### src/rtl/wb_uart_rx_port.sv
// wb_uart_rx_port
// Wishbone-style 8-bit slave that receives an asynchronous 8N1 UART line
// into a small receive FIFO.
//
// Ports:
//   clk_i     system clock (rising edge)
//   rst_i     asynchronous active-low reset
//   stb_i     bus strobe
//   we_i      1 = write, 0 = read
//   adr_i     register address (4'h0 status, 4'h1 data)
//   dat_i     write data
//   dat_o     read data, valid while ack_o = 1, otherwise 8'h00
//   ack_o     single-cycle acknowledge
//   rx_i      UART serial input, idle high, asynchronous to clk_i
//   rx_irq_o  high while the receive FIFO is non-empty
//
// Status register: bit0 avail, bit1 overrun, bit2 framing, bit3 full,
// bit4 parity error. Writing 1 to a sticky flag bit clears it.
//
// Optional build macro UART_RX_PARITY_EN adds an even-parity bit after
// the eight data bits; a mismatching byte is discarded and sets bit4.
//
// Bus handshake: an access starts when stb_i = 1 and ack_o = 0. On that
// clock edge ack_o rises for exactly one cycle, dat_o is loaded, and any
// register side effect (pop, flag clear) happens. A strobe held high is
// therefore acknowledged on alternate cycles.

module wb_uart_rx_port #(
    parameter int CLKS_PER_BIT = 434,
    parameter int FIFO_DEPTH   = 4
) (
    input  logic       clk_i,
    input  logic       rst_i,
    input  logic       stb_i,
    input  logic       we_i,
    input  logic [3:0] adr_i,
    input  logic [7:0] dat_i,
    output logic [7:0] dat_o,
    output logic       ack_o,
    input  logic       rx_i,
    output logic       rx_irq_o
);

    localparam int CW = $clog2(CLKS_PER_BIT);
    localparam int AW = $clog2(FIFO_DEPTH);
    localparam logic [CW-1:0] HALF_M1 = CW'(CLKS_PER_BIT / 2 - 1);
    localparam logic [CW-1:0] FULL_M1 = CW'(CLKS_PER_BIT - 1);

`ifdef UART_RX_PARITY_EN
    typedef enum logic [2:0] {IDLE, START, DATA, PARITY, STOP, WAIT_HIGH} state_t;
`else
    typedef enum logic [2:0] {IDLE, START, DATA, STOP, WAIT_HIGH} state_t;
`endif

    // ---------------- input synchroniser ----------------
    logic rx_s1, rx_s2, rxs;
    always_ff @(posedge clk_i or negedge rst_i) begin
        if (!rst_i) begin
            rx_s1 <= 1'b1;
            rx_s2 <= 1'b1;
        end else begin
            rx_s1 <= rx_i;
            rx_s2 <= rx_s1;
        end
    end
    assign rxs = rx_s2;

    // ---------------- receive FSM ----------------
    state_t          state_q, state_d;
    logic [CW-1:0]   cnt_q, cnt_d;
    logic [2:0]      bit_q, bit_d;
    logic [7:0]      sh_q, sh_d;
    logic            stop_ok, frame_err;
    logic            par_bad_q, par_bad_d;
    logic            push_pend;

    always_ff @(posedge clk_i or negedge rst_i) begin
        if (!rst_i) begin
            state_q   <= IDLE;
            cnt_q     <= '0;
            bit_q     <= '0;
            sh_q      <= '0;
            par_bad_q <= 1'b0;
        end else begin
            state_q   <= state_d;
            cnt_q     <= cnt_d;
            bit_q     <= bit_d;
            sh_q      <= sh_d;
            par_bad_q <= par_bad_d;
        end
    end

    always_comb begin
        state_d   = state_q;
        cnt_d     = cnt_q;
        bit_d     = bit_q;
        sh_d      = sh_q;
        par_bad_d = par_bad_q;
        stop_ok   = 1'b0;
        frame_err = 1'b0;
        case (state_q)
            IDLE: begin
                if (!rxs) begin
                    cnt_d   = '0;
                    state_d = START;
                end
            end
            START: begin
                // Resample at mid start bit; a high line means a glitch.
                if (cnt_q == HALF_M1) begin
                    cnt_d     = '0;
                    bit_d     = '0;
                    par_bad_d = 1'b0;
                    state_d   = rxs ? IDLE : DATA;
                end else begin
                    cnt_d = cnt_q + CW'(1);
                end
            end
            DATA: begin
                if (cnt_q == FULL_M1) begin
                    cnt_d = '0;
                    sh_d  = {rxs, sh_q[7:1]};   // LSB arrives first
                    if (bit_q == 3'd7) begin
`ifdef UART_RX_PARITY_EN
                        state_d = PARITY;
`else
                        state_d = STOP;
`endif
                    end else begin
                        bit_d = bit_q + 3'd1;
                    end
                end else begin
                    cnt_d = cnt_q + CW'(1);
                end
            end
`ifdef UART_RX_PARITY_EN
            PARITY: begin
                if (cnt_q == FULL_M1) begin
                    cnt_d     = '0;
                    par_bad_d = ^{sh_q, rxs};   // even parity: total ones must be even
                    state_d   = STOP;
                end else begin
                    cnt_d = cnt_q + CW'(1);
                end
            end
`endif
            STOP: begin
                if (cnt_q == FULL_M1) begin
                    cnt_d = '0;
                    if (rxs) begin
                        stop_ok = 1'b1;
                        state_d = IDLE;
                    end else begin
                        frame_err = 1'b1;
                        state_d   = WAIT_HIGH;
                    end
                end else begin
                    cnt_d = cnt_q + CW'(1);
                end
            end
            WAIT_HIGH: begin
                // Hold off until the line returns high so a break is not
                // mistaken for a new start bit.
                if (rxs) state_d = IDLE;
            end
            default: state_d = IDLE;
        endcase
    end

    // ---------------- bus decode ----------------
    logic access, pop, st_wr;
    logic empty, full;
    logic [AW-1:0] wr_ptr, rd_ptr;
    logic [AW:0]   count_q, count_d;
    logic [7:0]    mem [FIFO_DEPTH];
    logic          overrun, framing, parity;
    logic          push_ok, overrun_set;
    logic [7:0]    status, rd_mux;

    assign access = stb_i & ~ack_o;
    assign empty  = (count_q == '0);
    assign full   = (count_q == (AW+1)'(FIFO_DEPTH));
    assign pop    = access & ~we_i & (adr_i == 4'h1) & ~empty;
    assign st_wr  = access & we_i & (adr_i == 4'h0);

    // Push slot is shared with a pop on a full FIFO: both proceed.
    assign push_ok     = push_pend & (~full | pop);
    assign overrun_set = push_pend & full & ~pop;

    assign status = {3'b000, parity, full, framing, overrun, ~empty};

    always_comb begin
        rd_mux = 8'h00;
        case (adr_i)
            4'h0:    rd_mux = status;
            4'h1:    rd_mux = empty ? 8'h00 : mem[rd_ptr];
            default: rd_mux = 8'h00;
        endcase
    end

    always_comb begin
        count_d = count_q;
        case ({push_ok, pop})
            2'b10:   count_d = count_q + (AW+1)'(1);
            2'b01:   count_d = count_q - (AW+1)'(1);
            default: count_d = count_q;
        endcase
    end

    always_ff @(posedge clk_i) begin
        if (push_ok) mem[wr_ptr] <= sh_q;
    end

    always_ff @(posedge clk_i or negedge rst_i) begin
        if (!rst_i) begin
            ack_o     <= 1'b0;
            dat_o     <= 8'h00;
            push_pend <= 1'b0;
            wr_ptr    <= '0;
            rd_ptr    <= '0;
            count_q   <= '0;
            overrun   <= 1'b0;
            framing   <= 1'b0;
            rx_irq_o  <= 1'b0;
        end else begin
            ack_o     <= access;
            dat_o     <= (access & ~we_i) ? rd_mux : 8'h00;
            push_pend <= stop_ok & ~par_bad_q;
            if (push_ok) wr_ptr <= wr_ptr + AW'(1);
            if (pop)     rd_ptr <= rd_ptr + AW'(1);
            count_q   <= count_d;
            rx_irq_o  <= (count_d != '0);
            // Set wins over a same-cycle clear.
            overrun   <= overrun_set | (overrun & ~(st_wr & dat_i[1]));
            framing   <= frame_err   | (framing & ~(st_wr & dat_i[2]));
        end
    end

`ifdef UART_RX_PARITY_EN
    always_ff @(posedge clk_i or negedge rst_i) begin
        if (!rst_i) parity <= 1'b0;
        else        parity <= (stop_ok & par_bad_q) | (parity & ~(st_wr & dat_i[4]));
    end
    logic unused_dat;
    assign unused_dat = ^{dat_i[7:5], dat_i[3], dat_i[0]};
`else
    assign parity = 1'b0;
    logic unused_dat;
    assign unused_dat = ^{dat_i[7:3], dat_i[0]};
`endif

endmodule

### config.mk
export PLATFORM = sky130hd
export DESIGN_NAME = wb_uart_rx_port
export DESIGN_NICKNAME = d
export VERILOG_FILES = /design/src/rtl/wb_uart_rx_port.sv
export SDC_FILE = /design/constraint.sdc
export NUM_CORES = 1
export LEC_CHECK = 0
export BUFFER_PORTS_ARGS = -buffer_cell sky130_fd_sc_hd__buf_4
export CAP_MARGIN = 20
export CORE_MARGIN = 3
export CORE_UTILIZATION = 45
export DETAILED_ROUTE_END_ITERATION = 10
export SYNTH_ARGS = -nofsm -noshare
export SYNTH_HDL_FRONTEND = slang
export SYNTH_SLANG_ARGS = --single-unit
### constraint.sdc
create_clock -name clk_i -period 2.65 [get_ports clk_i]
set_input_delay 0.3975 -clock clk_i [delete_from_list [all_inputs] [get_ports clk_i]]
set_output_delay 0.3975 -clock clk_i [all_outputs]
set_load 0.01 [all_outputs]
==> results of run 1 <==
[cell families after synthesis]
kind of cell	Yosys count	synth area share
AND/OR/NAND/NOR	81	0.141
adder cells (fa/ha/maj)	10	0.0378
multiplexers	19	0.0855
AO/OA/AOI/OAI	51	0.103
flip-flops	77	0.595
buffers and inverters	19	0.0232
XOR/XNOR	6	0.0150
[worst min-delay path by stage]
stage	depth (start not counted)	slack, ns	start	to
after global placement	0	0.35	rx_s1	rx_s2
after floorplan	0	0.10	rst_i	ack_o
final	1	0.04	rst_i	dat_o[6]
after CTS	1	0.07	rst_i	rx_irq_o
after global routing	1	0.08	rst_i	rd_ptr[1]
after detailed placement	0	0.35	rx_s1	rx_s2
[per-layer routing]
| metal | share of wire | vias to the layer above | track usage |
|---|---|---|---|
| met5 | 0 | - | 0 |
| met4 | 0.0092 | 0 | 0.0542 |
| met2 | 0.47 | 38 | 0.231 |
| met1 | 0.48 | 1047 | 0.210 |
| met3 | 0.040 | 6 | 0.0359 |
| li1 | - | 1056 | - |
[Yosys cell counts (2+ instances only)]
cell and instances:
o31a_1 2, and3_1 5, mux2i_1 3, and2b_1 2, and2_1 5, dfstp_2 2
xnor2_1 4, a221o_1 2, nand4bb_1 2, edfxtp_1 32, xor2_1 2, nand4b_1 2
nor2_1 12, mux4_2 8, a211oi_1 2, clkbuf_1 4, nand2_1 22, a21o_1 2
buf_2 2, o211ai_1 7, a21oi_1 8, o21ai_0 9, ha_1 9, o21ai_1 3
nor4_1 2, nor3_1 4, dfrtp_1 43, inv_1 11, nand3_1 7, nor3b_1 2
or3b_2 2, mux2_2 7, a21boi_1 2
[layout make-up]
cell class	count	area (µm²)
fill	624	3420
sequential	77	2090
multi-input combinational	167	1340
timing repair buffer	24	180
clock buffer	9	124
tap	99	124
clock inverter	7	83.8
inverter	11	41.3
[registers in the layout (all words and copies together) (netlist names)]
signal,count
ack_o,1
bit_q,3
cnt_q,9
count_q,3
dat_o,8
framing,1
mem,32
overrun,1
push_pend,1
rd_ptr,2
rx_irq_o,1
rx_s1,1
rx_s2,1
sh_q,8
state_q,3
wr_ptr,2
[report_power, final]
part	switching [mW]	total (mW)	internal, mW
Sequential	0.00702	1.25	1.24
Combinational	0.0293	0.0505	0.0212
Clock	0.457	0.908	0.451
Total	0.493	2.21	1.71
[per-stage QoR]
| stage | hold slack (ns) | power (mW) | instances | util | instance area (µm²) |
|---|---|---|---|---|---|
| CTS | 0.0684 | 2.23 | 394 | 0.538 | 3980 |
| detailed placement | 0.348 | 1.33 | 378 | 0.510 | 3780 |
| floorplan | 0.102 | 1.29 | 263 | - | 3510 |
| global placement | 0.346 | 1.33 | 378 | 0.510 | 3780 |
| global route | 0.0755 | 2.29 | 394 | 0.538 | 3980 |
| finish | 0.0390 | 2.21 | 394 | 0.538 | 3980 |
==> flow_summary.ini, run 1 <==
[synth]
synth.distinct_cells = 65
synth_area_mm2 = 0.00351
syn_inst = 263
synth-seq-area-share = 0.595
ys_seq_elements = 77
postSynth.asyncResetShare = 0.584
synth.largest_area_cell = dfrtp_1
synth_area_leaders = dfrtp_1 31%, edfxtp_1 27%, mux4_2 5.1%
yosys_warnings = 0
yosys.area.top_type_share = 0.306
synthFlopType = dfrtp_1
synth_area_per_cell_um2 = 13.4
synthesis.nets = 290
synth_edf_count = 32

[floorplan]
core-area_mm2 = 0.00741
io_pins = 27
rows = 31
die_h_um = 94.3
die-area_mm2 = 0.00890
start_util = 0.474
fp.dieW_um = 94.3

[clocking]
clockBufferDepth = 2
post_cts_buffers = 0
clock_sinks = 77
clock_latency_ns = 0.34
clkTransAtPathRegs_ns = 0.09
htreeDepth = 3
clock-root-buffer = clkbuf_8
cts_tree = done
cts_resized = 0
cts_buffers = 9
hold_buffers = 0

[place]
port_buffers = 20
globalplace.congestion = 0.805
pre_cts_ws_ns = 0.176
hpwl_um = 4230

[sta]
setup_viol = 0
skew_ns = 0.00810
setup_ws_ns = 0.265
finalHoldViolations = 0
period_needed_ns = 2.39
relSlewSlack = 0.602
worst_slew_pin_slew_ns = 0.597
drv_slew = 0
rsz0062_at_grt = false
fmax_ghz = 0.419
period_share = 0.900
final.setup.tns_ns = 0

[worst_setup_path]
rr_endpoint = count_q[1]
path_cells = or4b_4, nor4_4, nand2_1, nor2_1, fa_1, o21ai_0, a211oi_1, o22a_1
cp.depth = 8
slowest_stage = or4b_4
crit_path_max_incr_delay_ns = 0.61
r2r_cells = 8
r2r_slack_ns = 0.26
cp.required_ns = 2.88
startpoint_type = register
worstSetupPathType = reg2reg
r2r-start = ack_o
crit_end = count_q[1]
cp_data_arrival_time_ns = 2.62
cp_num_buf_inv = 0
path_delay_family = simple AND/OR/NAND/NOR gates
path_max_fanout = 7
worstSetupEndpointType = register
critPathLaunch = ack_o

[global_route]
grt_usage = 0.150
grt_pass1_vias = 2083
overflow = 0
grt_start_max_net_pins = 46
grt_pass1_wl_um = 10200
antenna_found_initial = 0

[route]
firstDrtPassIters = 4
wire_per_inst_um = 15.2
num_vias = 2147
vias_per_cell = 5.45
drc_errors = 0
ant_nets = 0
first_iter_violations = 54
drt_wl_total_um = 5990

[layout]
nNetsFinal = 317
final_cell_mix = 43 x dfrtp_1, 32 x edfxtp_1, 24 x buf_4
final_common_cell = dfrtp_1
drive_gt1_frac = 0.224
area_delta_synth_final_pct = 13.4
antenna-diode-count = 0

[pwr]
pwr_density_cell_mw_per_mm2 = 554
vdd_ir_drop_max_v = 0.000324
power_leakage_nw = 1.73

[job]
cap_violations = 0

[worst_hold_path]
hold_path_class = in2async

[outcome]
status = finished, final reports clean
Note: power is estimated with default switching activity, not from simulation.
==> run 2: changes to the inputs <==
Settings changed: CORE_UTILIZATION 45 to 50, PLACE_DENSITY from default to 0.68.
==> run 2 against run 1 <==
Against the previous run:
- clock power about the same
- fmax down 0.13%
- worst hold slack worse by 0.016 ns
- die area down 9.4%
- critical endpoint is now rx_irq_o
- highest routed layer unchanged
==> flow_summary.ini, run 2 (synthesis gave the netlist of run 1 again) <==
[floorplan]
rows = 29
start_util = 0.535
die_h_um = 89.8
fp.dieW_um = 89.8
core-area_mm2 = 0.00657
io_pins = 27
die-area_mm2 = 0.00807

[worst_hold_path]
hold_path_class = in2async

[global_route]
grt_pass1_vias = 2096
grt_usage = 0.161
grt-busiest-layer = met2
grt_use_met1 = 0.217
gr-usage-met2 = 0.244
met3_usage = 0.0342
grt_start_max_net_pins = 46
grt_pass1_wl_um = 10200
antenna_found_initial = 0
overflow = 0

[route]
drc_errors = 0
wire_per_inst_um = 15.4
vias_per_cell = 5.57
first_iter_violations = 85
num_vias = 2162
ant_nets = 0
firstDrtPassIters = 4
drt_wl_total_um = 5990

[worst_setup_path]
r2r_cells = 9
startpoint_type = register
rr_endpoint = rx_irq_o
critPathLaunch = count_q[0]
cp.required_ns = 2.86
worstSetupPathType = reg2reg
crit_path_max_incr_delay_ns = 0.48
r2r-start = count_q[0]
path_max_fanout = 9
cp_data_arrival_time_ns = 2.60
slowest_stage = dfrtp_1
worstSetupEndpointType = register
r2r_slack_ns = 0.26
path_cells = nor3_1, nor4_4, nand2_1, nor2_1, fa_1, xnor2_1, o211ai_1, o21ai_1, a32oi_1

[place]
port_buffers = 20
pre_cts_ws_ns = 0.183
dp.cells = 372
hpwl_um = 4140
globalplace.congestion = 0.798

[sta]
setup_ws_ns = 0.261
worst_slew_pin_slew_ns = 0.594
period_needed_ns = 2.39
fmax_ghz = 0.419
setup_viol = 0
period_share = 0.901
skew_ns = 0.00732
rsz0062_at_grt = false
final.setup.tns_ns = 0
drv_slew = 0
relSlewSlack = 0.604
finalHoldViolations = 0

[clocking]
cts_tree = done
clockBufferDepth = 2
post_cts_buffers = 0
clock-root-buffer = clkbuf_8
htreeDepth = 3
cts_buffers = 9
clock_sinks = 77
clock_latency_ns = 0.35
cts_resized = 0
clkTransAtPathRegs_ns = 0.09
hold_buffers = 0

[layout]
top_regs = mem (32), cnt_q (9)
finalNonFillerCells = 388
final_core_util = 0.605
antenna-diode-count = 0
regMostFlops = mem
largest_reg_flops = 32
nFillCells = 521
area_delta_synth_final_pct = 13.1
drive_gt1_frac = 0.224
final_cell_mix = 43 x dfrtp_1, 32 x edfxtp_1, 24 x buf_4
nNetsFinal = 317
final_common_cell = dfrtp_1

[pwr]
vdd_ir_drop_max_v = 0.000341
pwr_density_cell_mw_per_mm2 = 555
power_leakage_nw = 1.73

[outcome]
status = finished, final reports clean

[job]
cap_violations = 0
==> run 2: worst max path at each step <==
stage / cells after the start / to / slack (ns)
floorplan: 9 / count_q[1] / 0.20
global placement: 9 / count_q[1] / 0.23
detailed placement: 9 / count_q[1] / 0.18
CTS: 9 / rx_irq_o / 0.25
global route: 9 / rx_irq_o / 0.06
finish: 9 / rx_irq_o / 0.26
==> run 2: critical path, delay by kind of cell, from the launching register on <==
| kind | cells | cell delay [ns] |
|---|---|---|
| xor gates and xnor gates | 1 | 0.23 |
| and+or+nand+nor | 4 | 0.75 |
| adders and majority gates | 1 | 0.46 |
| DFF | 1 | 0.48 |
| AOI/OAI and AO/OA | 3 | 0.32 |
==> run 2: power by group <==
part	leakage, nW	switching, mW	internal (mW)	total (mW)
clock network	0.106	0.457	0.450	0.906
registers	0.974	0.00713	1.24	1.25
logic	0.645	0.0295	0.0212	0.0506
==> run 2: routing by layer <==
metal	wire length, µm	share of wire
met1	2860	0.48
met2	2790	0.47
met3	209	0.035
met4	121	0.020
met5	0	0
==> run 2: through the flow <==
stage / hold WS, ns / instance area [µm²] / power, mW
after global placement: 0.346 / 3770 / 1.32
after CTS: 0.0514 / 3970 / 2.24
after floorplan: 0.102 / 3510 / 1.29
after detailed placement: 0.348 / 3770 / 1.33
after global routing: 0.0450 / 3970 / 2.30
final: 0.0230 / 3970 / 2.20
==> run 2: layout make-up <==
| cell class | instances | area [µm²] | area share |
|---|---|---|---|
| Tap cell | 93 | 116 | 0.0293 |
| Clock buffer | 9 | 124 | 0.0312 |
| Sequential cell | 77 | 2090 | 0.526 |
| Clock inverter | 7 | 81.3 | 0.0205 |
| Timing Repair Buffer | 24 | 180 | 0.0453 |
| Multi-Input combinational cell | 167 | 1340 | 0.338 |
| Inverter | 11 | 41.3 | 0.0104 |
